===== src/rtl/rvfi_dmem_pkg.sv =====
// Shared types for the RVFI data-memory window checker.
//   err_code_e   : first-error cause reported on err_code
//   byte_state_e : lifecycle of one shadowed window byte
//   ORDER_W      : width of rvfi_order
package rvfi_dmem_pkg;

  typedef enum logic [1:0] {
    ERR_NONE  = 2'd0,
    ERR_RAW   = 2'd1,
    ERR_RAR   = 2'd2,
    ERR_ORDER = 2'd3
  } err_code_e;

  typedef enum logic [1:0] {
    BS_UNKNOWN  = 2'd0,
    BS_OBSERVED = 2'd1,
    BS_WRITTEN  = 2'd2
  } byte_state_e;

  localparam int ORDER_W = 64;

endpackage


===== src/rtl/rvfi_dmem_window_check_if.sv =====
// Packed RVFI retire bundle (NRET channels, channel c in slice c).
//   master : the retiring core / bench drives all fields
//   slave  : the checker observes all fields
interface rvfi_dmem_window_check_if
  import rvfi_dmem_pkg::*;
#(
  parameter int XLEN = 32,
  parameter int NRET = 1
);
  logic [NRET-1:0]            rvfi_valid;
  logic [NRET*ORDER_W-1:0]    rvfi_order;
  logic [NRET*XLEN-1:0]       rvfi_mem_addr;
  logic [NRET*(XLEN/8)-1:0]   rvfi_mem_rmask;
  logic [NRET*(XLEN/8)-1:0]   rvfi_mem_wmask;
  logic [NRET*XLEN-1:0]       rvfi_mem_rdata;
  logic [NRET*XLEN-1:0]       rvfi_mem_wdata;

  modport master (
    output rvfi_valid, rvfi_order, rvfi_mem_addr, rvfi_mem_rmask,
           rvfi_mem_wmask, rvfi_mem_rdata, rvfi_mem_wdata
  );

  modport slave (
    input rvfi_valid, rvfi_order, rvfi_mem_addr, rvfi_mem_rmask,
          rvfi_mem_wmask, rvfi_mem_rdata, rvfi_mem_wdata
  );
endinterface


===== src/rtl/rvfi_dmem_word_shadow.sv =====
// Shadow copy of one XLEN-wide window word.
// Ports:
//   clk, reset       : clock, synchronous active-high reset (clears byte states)
//   hit[c]           : channel c retires into this word this cycle
//   rmask/wmask      : packed per-channel byte masks
//   rdata/wdata      : packed per-channel data
//   mis_raw/mis_rar  : per-channel, per-byte mismatch against written/observed data
//   cmp_cnt          : number of byte compares performed this cycle
// Channels are folded in ascending order inside one combinational pass, so
// a later channel sees the shadow as left by the earlier ones.
module rvfi_dmem_word_shadow
  import rvfi_dmem_pkg::*;
#(
  parameter int XLEN     = 32,
  parameter int NRET     = 1,
  parameter int RR_CHECK = 1
) (
  input  logic                     clk,
  input  logic                     reset,
  input  logic [NRET-1:0]          hit,
  input  logic [NRET*(XLEN/8)-1:0] rmask,
  input  logic [NRET*(XLEN/8)-1:0] wmask,
  input  logic [NRET*XLEN-1:0]     rdata,
  input  logic [NRET*XLEN-1:0]     wdata,
  output logic [NRET*(XLEN/8)-1:0] mis_raw,
  output logic [NRET*(XLEN/8)-1:0] mis_rar,
  output logic [7:0]               cmp_cnt
);
  localparam int BYTES = XLEN / 8;

  byte_state_e st_q [BYTES];
  byte_state_e st_d [BYTES];
  logic [7:0]  sh_q [BYTES];
  logic [7:0]  sh_d [BYTES];

  always_comb begin
    st_d    = st_q;
    sh_d    = sh_q;
    mis_raw = '0;
    mis_rar = '0;
    cmp_cnt = '0;
    for (int c = 0; c < NRET; c++) begin
      for (int b = 0; b < BYTES; b++) begin
        // Read check first so a read-modify-write retire compares old data.
        if (hit[c] && rmask[c*BYTES+b]) begin
          if (st_d[b] != BS_UNKNOWN) begin
            cmp_cnt = cmp_cnt + 8'd1;
            if (rdata[c*XLEN+8*b +: 8] != sh_d[b]) begin
              if (st_d[b] == BS_WRITTEN) mis_raw[c*BYTES+b] = 1'b1;
              else                       mis_rar[c*BYTES+b] = 1'b1;
            end
          end else if (RR_CHECK != 0) begin
            sh_d[b] = rdata[c*XLEN+8*b +: 8];
            st_d[b] = BS_OBSERVED;
          end
        end
        if (hit[c] && wmask[c*BYTES+b]) begin
          sh_d[b] = wdata[c*XLEN+8*b +: 8];
          st_d[b] = BS_WRITTEN;
        end
      end
    end
  end

  always_ff @(posedge clk) begin
    if (reset) begin
      for (int b = 0; b < BYTES; b++) st_q[b] <= BS_UNKNOWN;
    end else begin
      st_q <= st_d;
    end
  end

  // Shadow bytes are meaningless while UNKNOWN, so they carry no reset.
  always_ff @(posedge clk) begin
    sh_q <= sh_d;
  end

endmodule


===== src/rtl/rvfi_dmem_window_check.sv =====
// RVFI data-memory consistency checker over a window of NWORDS words.
// Ports:
//   clk, reset  : clock, synchronous active-high reset
//   win_base    : word-aligned window base (modulo-2^XLEN window)
//   rvfi        : RVFI retire bundle (slave modport)
//   err         : sticky error flag
//   err_code    : first-error cause (err_code_e)
//   err_order   : rvfi_order of the first failing retire
//   err_chan    : channel of the first failing retire
//   err_byte    : window byte index of the first mismatch (0 for order errors)
//   rd_checked  : saturating count of byte reads compared against the shadow
module rvfi_dmem_window_check
  import rvfi_dmem_pkg::*;
#(
  parameter int XLEN       = 32,
  parameter int NRET       = 1,
  parameter int NWORDS     = 4,
  parameter int RR_CHECK   = 1,
  parameter int USE_ASSERT = 1
) (
  input  logic                                clk,
  input  logic                                reset,
  input  logic [XLEN-1:0]                     win_base,
  rvfi_dmem_window_check_if.slave             rvfi,
  output logic                                err,
  output logic [1:0]                          err_code,
  output logic [ORDER_W-1:0]                  err_order,
  output logic [1:0]                          err_chan,
  output logic [$clog2(NWORDS*XLEN/8)-1:0]    err_byte,
  output logic [31:0]                         rd_checked
);
  localparam int BYTES     = XLEN / 8;
  localparam int BSH       = $clog2(BYTES);
  localparam int WIN_BYTES = NWORDS * BYTES;
  localparam int EBW       = $clog2(WIN_BYTES);

  function automatic logic [31:0] sat_add(input logic [31:0] a, input logic [7:0] b);
    logic [32:0] s;
    s = {1'b0, a} + {25'd0, b};
    return s[32] ? 32'hFFFF_FFFF : s[31:0];
  endfunction

  logic [NRET-1:0]           vld;
  logic [XLEN-1:0]           off [NRET];
  logic [NRET-1:0]           in_win;
  logic [NRET-1:0]           hit_w [NWORDS];
  logic [NRET*BYTES-1:0]     mis_raw [NWORDS];
  logic [NRET*BYTES-1:0]     mis_rar [NWORDS];
  logic [7:0]                cnt_w [NWORDS];
  logic [7:0]                cnt_tot;

  logic [NRET-1:0]           ord_err;
  logic                      have_c;
  logic [ORDER_W-1:0]        last_c;

  logic                      ev;
  err_code_e                 ev_code;
  logic [1:0]                ev_chan;
  logic [ORDER_W-1:0]        ev_order;
  logic [EBW-1:0]            ev_byte;

  logic                      err_q, err_d;
  err_code_e                 err_code_q, err_code_d;
  logic [ORDER_W-1:0]        err_order_q, err_order_d;
  logic [1:0]                err_chan_q, err_chan_d;
  logic [EBW-1:0]            err_byte_q, err_byte_d;
  logic [31:0]               rd_checked_q, rd_checked_d;
  logic                      have_q, have_d;
  logic [ORDER_W-1:0]        last_q, last_d;

  // Retires seen during reset are dropped entirely.
  assign vld = rvfi.rvfi_valid & {NRET{~reset}};

  always_comb begin
    for (int c = 0; c < NRET; c++) begin
      off[c]    = (rvfi.rvfi_mem_addr[c*XLEN +: XLEN] & ~XLEN'(BYTES-1)) - win_base;
      in_win[c] = vld[c] && (off[c] < XLEN'(WIN_BYTES));
    end
    for (int w = 0; w < NWORDS; w++) begin
      for (int c = 0; c < NRET; c++) begin
        hit_w[w][c] = in_win[c] && ((off[c] >> BSH) == XLEN'(w));
      end
    end
  end

  for (genvar w = 0; w < NWORDS; w++) begin : g_word
    rvfi_dmem_word_shadow #(
      .XLEN     (XLEN),
      .NRET     (NRET),
      .RR_CHECK (RR_CHECK)
    ) u_word (
      .clk     (clk),
      .reset   (reset),
      .hit     (hit_w[w]),
      .rmask   (rvfi.rvfi_mem_rmask),
      .wmask   (rvfi.rvfi_mem_wmask),
      .rdata   (rvfi.rvfi_mem_rdata),
      .wdata   (rvfi.rvfi_mem_wdata),
      .mis_raw (mis_raw[w]),
      .mis_rar (mis_rar[w]),
      .cmp_cnt (cnt_w[w])
    );
  end

  always_comb begin
    cnt_tot = '0;
    for (int w = 0; w < NWORDS; w++) cnt_tot = cnt_tot + cnt_w[w];
  end

  // Order tracker chained across channels: channel k is checked against k-1.
  always_comb begin
    have_c  = have_q;
    last_c  = last_q;
    ord_err = '0;
    for (int c = 0; c < NRET; c++) begin
      if (vld[c]) begin
        if (have_c && (rvfi.rvfi_order[c*ORDER_W +: ORDER_W] != last_c + 64'd1)) ord_err[c] = 1'b1;
        have_c = 1'b1;
        last_c = rvfi.rvfi_order[c*ORDER_W +: ORDER_W];
      end
    end
    have_d = have_c;
    last_d = last_c;
  end

  // Pick the winning error this cycle: lowest channel, then order before data,
  // then lowest window byte.
  always_comb begin
    ev       = 1'b0;
    ev_code  = ERR_NONE;
    ev_chan  = '0;
    ev_order = '0;
    ev_byte  = '0;
    for (int c = 0; c < NRET; c++) begin
      if (!ev && ord_err[c]) begin
        ev       = 1'b1;
        ev_code  = ERR_ORDER;
        ev_chan  = 2'(c);
        ev_order = rvfi.rvfi_order[c*ORDER_W +: ORDER_W];
        ev_byte  = '0;
      end
      for (int w = 0; w < NWORDS; w++) begin
        for (int b = 0; b < BYTES; b++) begin
          if (!ev && (mis_raw[w][c*BYTES+b] || mis_rar[w][c*BYTES+b])) begin
            ev       = 1'b1;
            ev_code  = mis_raw[w][c*BYTES+b] ? ERR_RAW : ERR_RAR;
            ev_chan  = 2'(c);
            ev_order = rvfi.rvfi_order[c*ORDER_W +: ORDER_W];
            ev_byte  = EBW'(w*BYTES + b);
          end
        end
      end
    end
  end

  always_comb begin
    err_d       = err_q;
    err_code_d  = err_code_q;
    err_order_d = err_order_q;
    err_chan_d  = err_chan_q;
    err_byte_d  = err_byte_q;
    if (ev && !err_q) begin
      err_d       = 1'b1;
      err_code_d  = ev_code;
      err_order_d = ev_order;
      err_chan_d  = ev_chan;
      err_byte_d  = ev_byte;
    end
    rd_checked_d = sat_add(rd_checked_q, cnt_tot);
  end

  always_ff @(posedge clk) begin
    if (reset) begin
      err_q        <= 1'b0;
      err_code_q   <= ERR_NONE;
      err_order_q  <= '0;
      err_chan_q   <= '0;
      err_byte_q   <= '0;
      rd_checked_q <= '0;
      have_q       <= 1'b0;
      last_q       <= '0;
    end else begin
      err_q        <= err_d;
      err_code_q   <= err_code_d;
      err_order_q  <= err_order_d;
      err_chan_q   <= err_chan_d;
      err_byte_q   <= err_byte_d;
      rd_checked_q <= rd_checked_d;
      have_q       <= have_d;
      last_q       <= last_d;
    end
  end

  assign err        = err_q;
  assign err_code   = err_code_q;
  assign err_order  = err_order_q;
  assign err_chan   = err_chan_q;
  assign err_byte   = err_byte_q;
  assign rd_checked = rd_checked_q;

  if (USE_ASSERT != 0) begin : g_assert
    a_no_error: assert property (@(posedge clk) disable iff (reset) !ev);
  end

endmodule


===== src/flat_wrapper.sv =====
// flat-port wrapper written by rule: the top's interface ports become plain ports
module rvfi_dmem_window_check_flat import rvfi_dmem_pkg::*;
#(
  parameter int XLEN       = 32,
  parameter int NRET       = 1,
  parameter int NWORDS     = 4,
  parameter int RR_CHECK   = 1,
  parameter int USE_ASSERT = 1
)
  (clk, reset, win_base, err, err_code, err_order, err_chan, err_byte, rd_checked, rvfi_rvfi_valid, rvfi_rvfi_order, rvfi_rvfi_mem_addr, rvfi_rvfi_mem_rmask, rvfi_rvfi_mem_wmask, rvfi_rvfi_mem_rdata, rvfi_rvfi_mem_wdata);
  rvfi_dmem_window_check_if #(.XLEN(XLEN), .NRET(NRET)) rvfi_i ();
  input  logic clk;
  input  logic reset;
  input  logic [XLEN-1:0] win_base;
  output logic err;
  output logic [1:0] err_code;
  output logic [ORDER_W-1:0] err_order;
  output logic [1:0] err_chan;
  output logic [$clog2(NWORDS*XLEN/8)-1:0] err_byte;
  output logic [31:0] rd_checked;
  input wire logic [$bits(rvfi_i.rvfi_valid)-1:0] rvfi_rvfi_valid;
  input wire logic [$bits(rvfi_i.rvfi_order)-1:0] rvfi_rvfi_order;
  input wire logic [$bits(rvfi_i.rvfi_mem_addr)-1:0] rvfi_rvfi_mem_addr;
  input wire logic [$bits(rvfi_i.rvfi_mem_rmask)-1:0] rvfi_rvfi_mem_rmask;
  input wire logic [$bits(rvfi_i.rvfi_mem_wmask)-1:0] rvfi_rvfi_mem_wmask;
  input wire logic [$bits(rvfi_i.rvfi_mem_rdata)-1:0] rvfi_rvfi_mem_rdata;
  input wire logic [$bits(rvfi_i.rvfi_mem_wdata)-1:0] rvfi_rvfi_mem_wdata;
  assign rvfi_i.rvfi_valid = rvfi_rvfi_valid;
  assign rvfi_i.rvfi_order = rvfi_rvfi_order;
  assign rvfi_i.rvfi_mem_addr = rvfi_rvfi_mem_addr;
  assign rvfi_i.rvfi_mem_rmask = rvfi_rvfi_mem_rmask;
  assign rvfi_i.rvfi_mem_wmask = rvfi_rvfi_mem_wmask;
  assign rvfi_i.rvfi_mem_rdata = rvfi_rvfi_mem_rdata;
  assign rvfi_i.rvfi_mem_wdata = rvfi_rvfi_mem_wdata;
  rvfi_dmem_window_check #(.XLEN(XLEN), .NRET(NRET), .NWORDS(NWORDS), .RR_CHECK(RR_CHECK), .USE_ASSERT(USE_ASSERT)) u_core (.clk(clk), .reset(reset), .win_base(win_base), .rvfi(rvfi_i), .err(err), .err_code(err_code), .err_order(err_order), .err_chan(err_chan), .err_byte(err_byte), .rd_checked(rd_checked));
endmodule

===== config.mk =====
export PLATFORM = sky130hd
export DESIGN_NAME = rvfi_dmem_window_check_flat
export DESIGN_NICKNAME = d
export VERILOG_FILES = /design/src/rtl/rvfi_dmem_pkg.sv /design/src/rtl/rvfi_dmem_window_check_if.sv /design/src/rtl/rvfi_dmem_word_shadow.sv /design/src/rtl/rvfi_dmem_window_check.sv /design/src/flat_wrapper.sv
export SDC_FILE = /design/constraint.sdc
export NUM_CORES = 1
export LEC_CHECK = 0
export CAP_MARGIN = 20
export CORE_ASPECT_RATIO = 0.9
export CORE_MARGIN = 2
export CORE_UTILIZATION = 30
export CTS_CLUSTER_SIZE = 16
export DETAILED_ROUTE_END_ITERATION = 8
export PLACE_DENSITY = 0.61
export SLEW_MARGIN = 20
export SYNTH_ARGS = -nofsm -noshare
export SYNTH_HDL_FRONTEND = slang
export SYNTH_SLANG_ARGS = --single-unit

===== constraint.sdc =====
create_clock -name clk -period 12.2 [get_ports clk]
set_clock_uncertainty 0.1 [all_clocks]
set_input_delay 2.44 -clock clk [delete_from_list [all_inputs] [get_ports clk]]
set_output_delay 2.44 -clock clk [all_outputs]
set_load 0.02 [all_outputs]

==> flow_metrics.env <==
export IMPL_outcome="finished, final reports clean"
export IMPL_area_delta_synth_final_pct=27.7
export IMPL_ys_seq_area_share_pct=37.1
export IMPL_leakage_nw=9.57
export IMPL_synth_area_leaders="dfxtp_1 (19%), edfxtp_1 (18%), mux2_2 (7.0%)"
export IMPL_cpMostUsedCell="ha_1"
export IMPL_dpl_hpwl_mm=49.3
export IMPL_layout_drive_gt1_share_pct=12.8
export IMPL_rows=92
export IMPL_die_w_um=284
export IMPL_worst_slew_pin_slew_ns=0.963
export IMPL_start_util_pct=30.3
export IMPL_dieArea_mm2=0.0727
export IMPL_cts_buffers=41
export IMPL_max_slew_margin_rel_pct=35.8
export IMPL_required_ns=12.56
export IMPL_min_from="u_core.err_order[0]$_SDFFE_PP0P_"
export IMPL_worstSetupPathType="in -> reg"
export IMPL_rrSetupSlack_ns=5.48
export IMPL_mostFrequentLayoutCell="clkdlybuf4s50_1"
export IMPL_wl_mm=67.1
export IMPL_critPathBufInv=6
export IMPL_avgSynthCellArea_um2=9.08
export IMPL_ys_types=78
export IMPL_io_pins=308
export IMPL_final_cell_mix="clkdlybuf4s50_1 (301), dfxtp_1 (199), a21oi_1 (194), nor2_1 (177), xor2_1 (153)"
export IMPL_dpl_cell_area_mm2=0.0255
export IMPL_reg2reg_to="u_core.rd_checked[31]$_SDFF_PP0_"
export IMPL_wire_per_inst_um=18.7
export IMPL_post_place_ws_ns=-0.239
export IMPL_dpl_cell_count=3509
export IMPL_max_freq_mhz=86.9
export IMPL_vias=18400
export IMPL_ys_flop_type="dfxtp_1"
export IMPL_final_util_pct=38.7
export IMPL_antenna_left=0
export IMPL_synth_top_cell_by_area="dfxtp_1"
export IMPL_max_stage_delay_ns=0.57
export IMPL_core_mm2=0.0699
export IMPL_cts_sinks=328
export IMPL_grt_first_pass_wirelength_mm=105
export IMPL_hold_viol=0
export IMPL_dr_pass1_iters=5
export IMPL_cts_clk_slew_worst_paths_ns=0.06
export IMPL_clock_latency_ns=0.57
export IMPL_ir_worst_vdd_v=0.0000943
export IMPL_htreeDepth=2
export IMPL_syn_area_mm2=0.0212
export IMPL_antenna_found_initial=3
export IMPL_drv_slew=0
export IMPL_endpoint_kind="flop"
export IMPL_cts_buffer_depth=3
export IMPL_root_buffer="clkbuf_16"
export IMPL_maxCapViolCount=0
export IMPL_reg2reg_depth=29
export IMPL_synth_top_area_share_pct=18.9
export IMPL_place_congestion=0.931
export IMPL_finalWorstSetupSlack_ns=0.689
export IMPL_instances_no_fill=3587
export IMPL_period_share_pct=94.4
export IMPL_fp_dieH_um=256
export IMPL_fillers=7074
export IMPL_arrival_ns=11.87
export IMPL_design_area_mm2=0.0270
export IMPL_p_total_mw=2.96
export IMPL_reg2reg_from="u_core.g_word[1].u_word.st_q[7]$_SDFFE_PP0P_"
export IMPL_synth_warnings=0
export IMPL_grt_pass1_vias=17900
export IMPL_cpLargestDelayFamily="simple AND/OR/NAND/NOR gates"
export IMPL_cts_tree="yes"
export IMPL_hold_class="reg -> reg"
export IMPL_finish_net_count=2877
export IMPL_grt_max_degree=126
export IMPL_cp_max_fo=5
export IMPL_start_kind="primary input"
export IMPL_overflow=0
export IMPL_syn_inst=2331
export IMPL_synth_edf_count=128
export IMPL_drc=0
export IMPL_holdWs_ns=0.369
export IMPL_setup_tns_final_ns=0
export IMPL_power_density_mw_per_mm2=110
export IMPL_finalCriticalPeriod_ns=11.51
export IMPL_setup_viol=0
export IMPL_grt_usage_pct=17.9
export IMPL_synth_async_sr_flop_share_pct=0
export IMPL_viasPerCell=5.12
export IMPL_min_delay_path_depth=2
export IMPL_worst_path_max_delay_cell="or4_1"
export IMPL_synth_seq_cells=328
export IMPL_numPortBuffers=303
export IMPL_detail_route_iter0_violations=1096
export IMPL_min_to="u_core.err_order[0]$_SDFFE_PP0P_"
[synthesized netlist by cell type (6+ instances only)]
master / number
nand4_1: 63
or3_1: 11
a31oi_1: 25
nand3_1: 53
a31o_2: 9
buf_1: 17
o21a_1: 21
nor3b_1: 10
dfxtp_1: 200
xnor2_1: 127
fa_1: 9
xor2_1: 153
clkbuf_1: 135
nor3_1: 50
and3_1: 25
a21oi_1: 197
mux2_2: 131
o31ai_1: 77
and2_1: 15
nand2_1: 120
nand3b_1: 7
nand2b_1: 13
nor4_1: 48
o21ai_0: 58
buf_2: 10
inv_1: 96
o21bai_1: 9
nor2_1: 178
a211oi_1: 8
mux2i_1: 72
a22oi_1: 6
nor4b_1: 6
edfxtp_1: 128
ha_1: 52
and4_1: 7
nor2b_1: 12
a21o_1: 9
o211ai_1: 74
or4_1: 13
[registers in the layout, summed over array words and instances (netlist names)]
register,count
u_core.g_word.u_word.st_q,32
u_core.err_byte,4
u_core.last_q,64
u_core.have_q,1
u_core.err_order,64
u_core.err,1
u_core.err_code,2
u_core.rd_checked,32
u_core.g_word.u_word.sh_q,128
[final cells by class]
type                    instances  area (um^2)  share of cell area, %
multi-input cells            1743        12400                   45.9
flip-flops and latches        328         7850                   29.0
repair buffers                402         3790                   14.0
well taps                     940         1180                   4.35
clock buffers                  58         1140                   4.22
inverters                      97          364                   1.35
clock inverters                18          308                   1.14
diodes                          1         2.50                0.00926
[where the power goes]
part	switching, mW	internal (mW)
logic	0.251	0.213
clock network	0.508	0.808
registers	0.0220	1.16
total	0.781	2.18
[worst max path at each step]
stage	startpoint	endpoint	slack [ns]	depth (start not counted)
global placement	win_base[4]	u_core.rd_checked[31]$_SDFF_PP0_	-0.20	40
finish	win_base[4]	u_core.rd_checked[31]$_SDFF_PP0_	0.69	40
global route	win_base[4]	u_core.rd_checked[17]$_SDFF_PP0_	-0.04	43
floorplan	win_base[23]	u_core.rd_checked[19]$_SDFF_PP0_	0.17	45
detailed placement	win_base[4]	u_core.rd_checked[31]$_SDFF_PP0_	-0.24	40
CTS	win_base[4]	u_core.rd_checked[31]$_SDFF_PP0_	0.36	40
[layer usage]
layer | global-route usage (%) | wire (um) | vias up | part of all wire [%]
met3 | 3.54 | 3870 | 81 | 5.8
met4 | 4.26 | 1320 | 4 | 2.0
li1 | - | - | 9057 | -
met1 | 23.7 | 30400 | 8783 | 45
met2 | 30.0 | 31500 | 448 | 47
met5 | 0 | 28 | - | 0.042
[kinds of logic (layout without fill, tap and decap cells)]
| family | after synthesis | in the layout | share of synthesized area [%] |
|---|---|---|---|
| flip-flops | 328 | 328 | 37.1 |
| other | 1 | 4 | 0.0177 |
| AO/OA/AOI/OAI | 543 | 543 | 16.5 |
| multiplexers | 203 | 203 | 10.4 |
| buffers and inverters | 262 | 575 | 4.75 |
| AND/OR/NAND/NOR | 653 | 653 | 15.8 |
| XOR/XNOR | 280 | 280 | 11.6 |
| adder cells (fa/ha/maj) | 61 | 61 | 3.93 |
[timing repair]
| action | in CTS | in global routing |
|---|---|---|
| setup endpoints to repair | 0 | 32 |
| hold buffers | 0 | 0 |
| resized for setup | 0 | 7 |
| setup buffers | 0 | 1 |
[worst min-delay path, cell delays in order (launching register included)]
cell	delay, ns
dfxtp_1	0.31
o31ai_1	0.06
a21oi_1	0.06
Power figures use the tool's default switching activity.
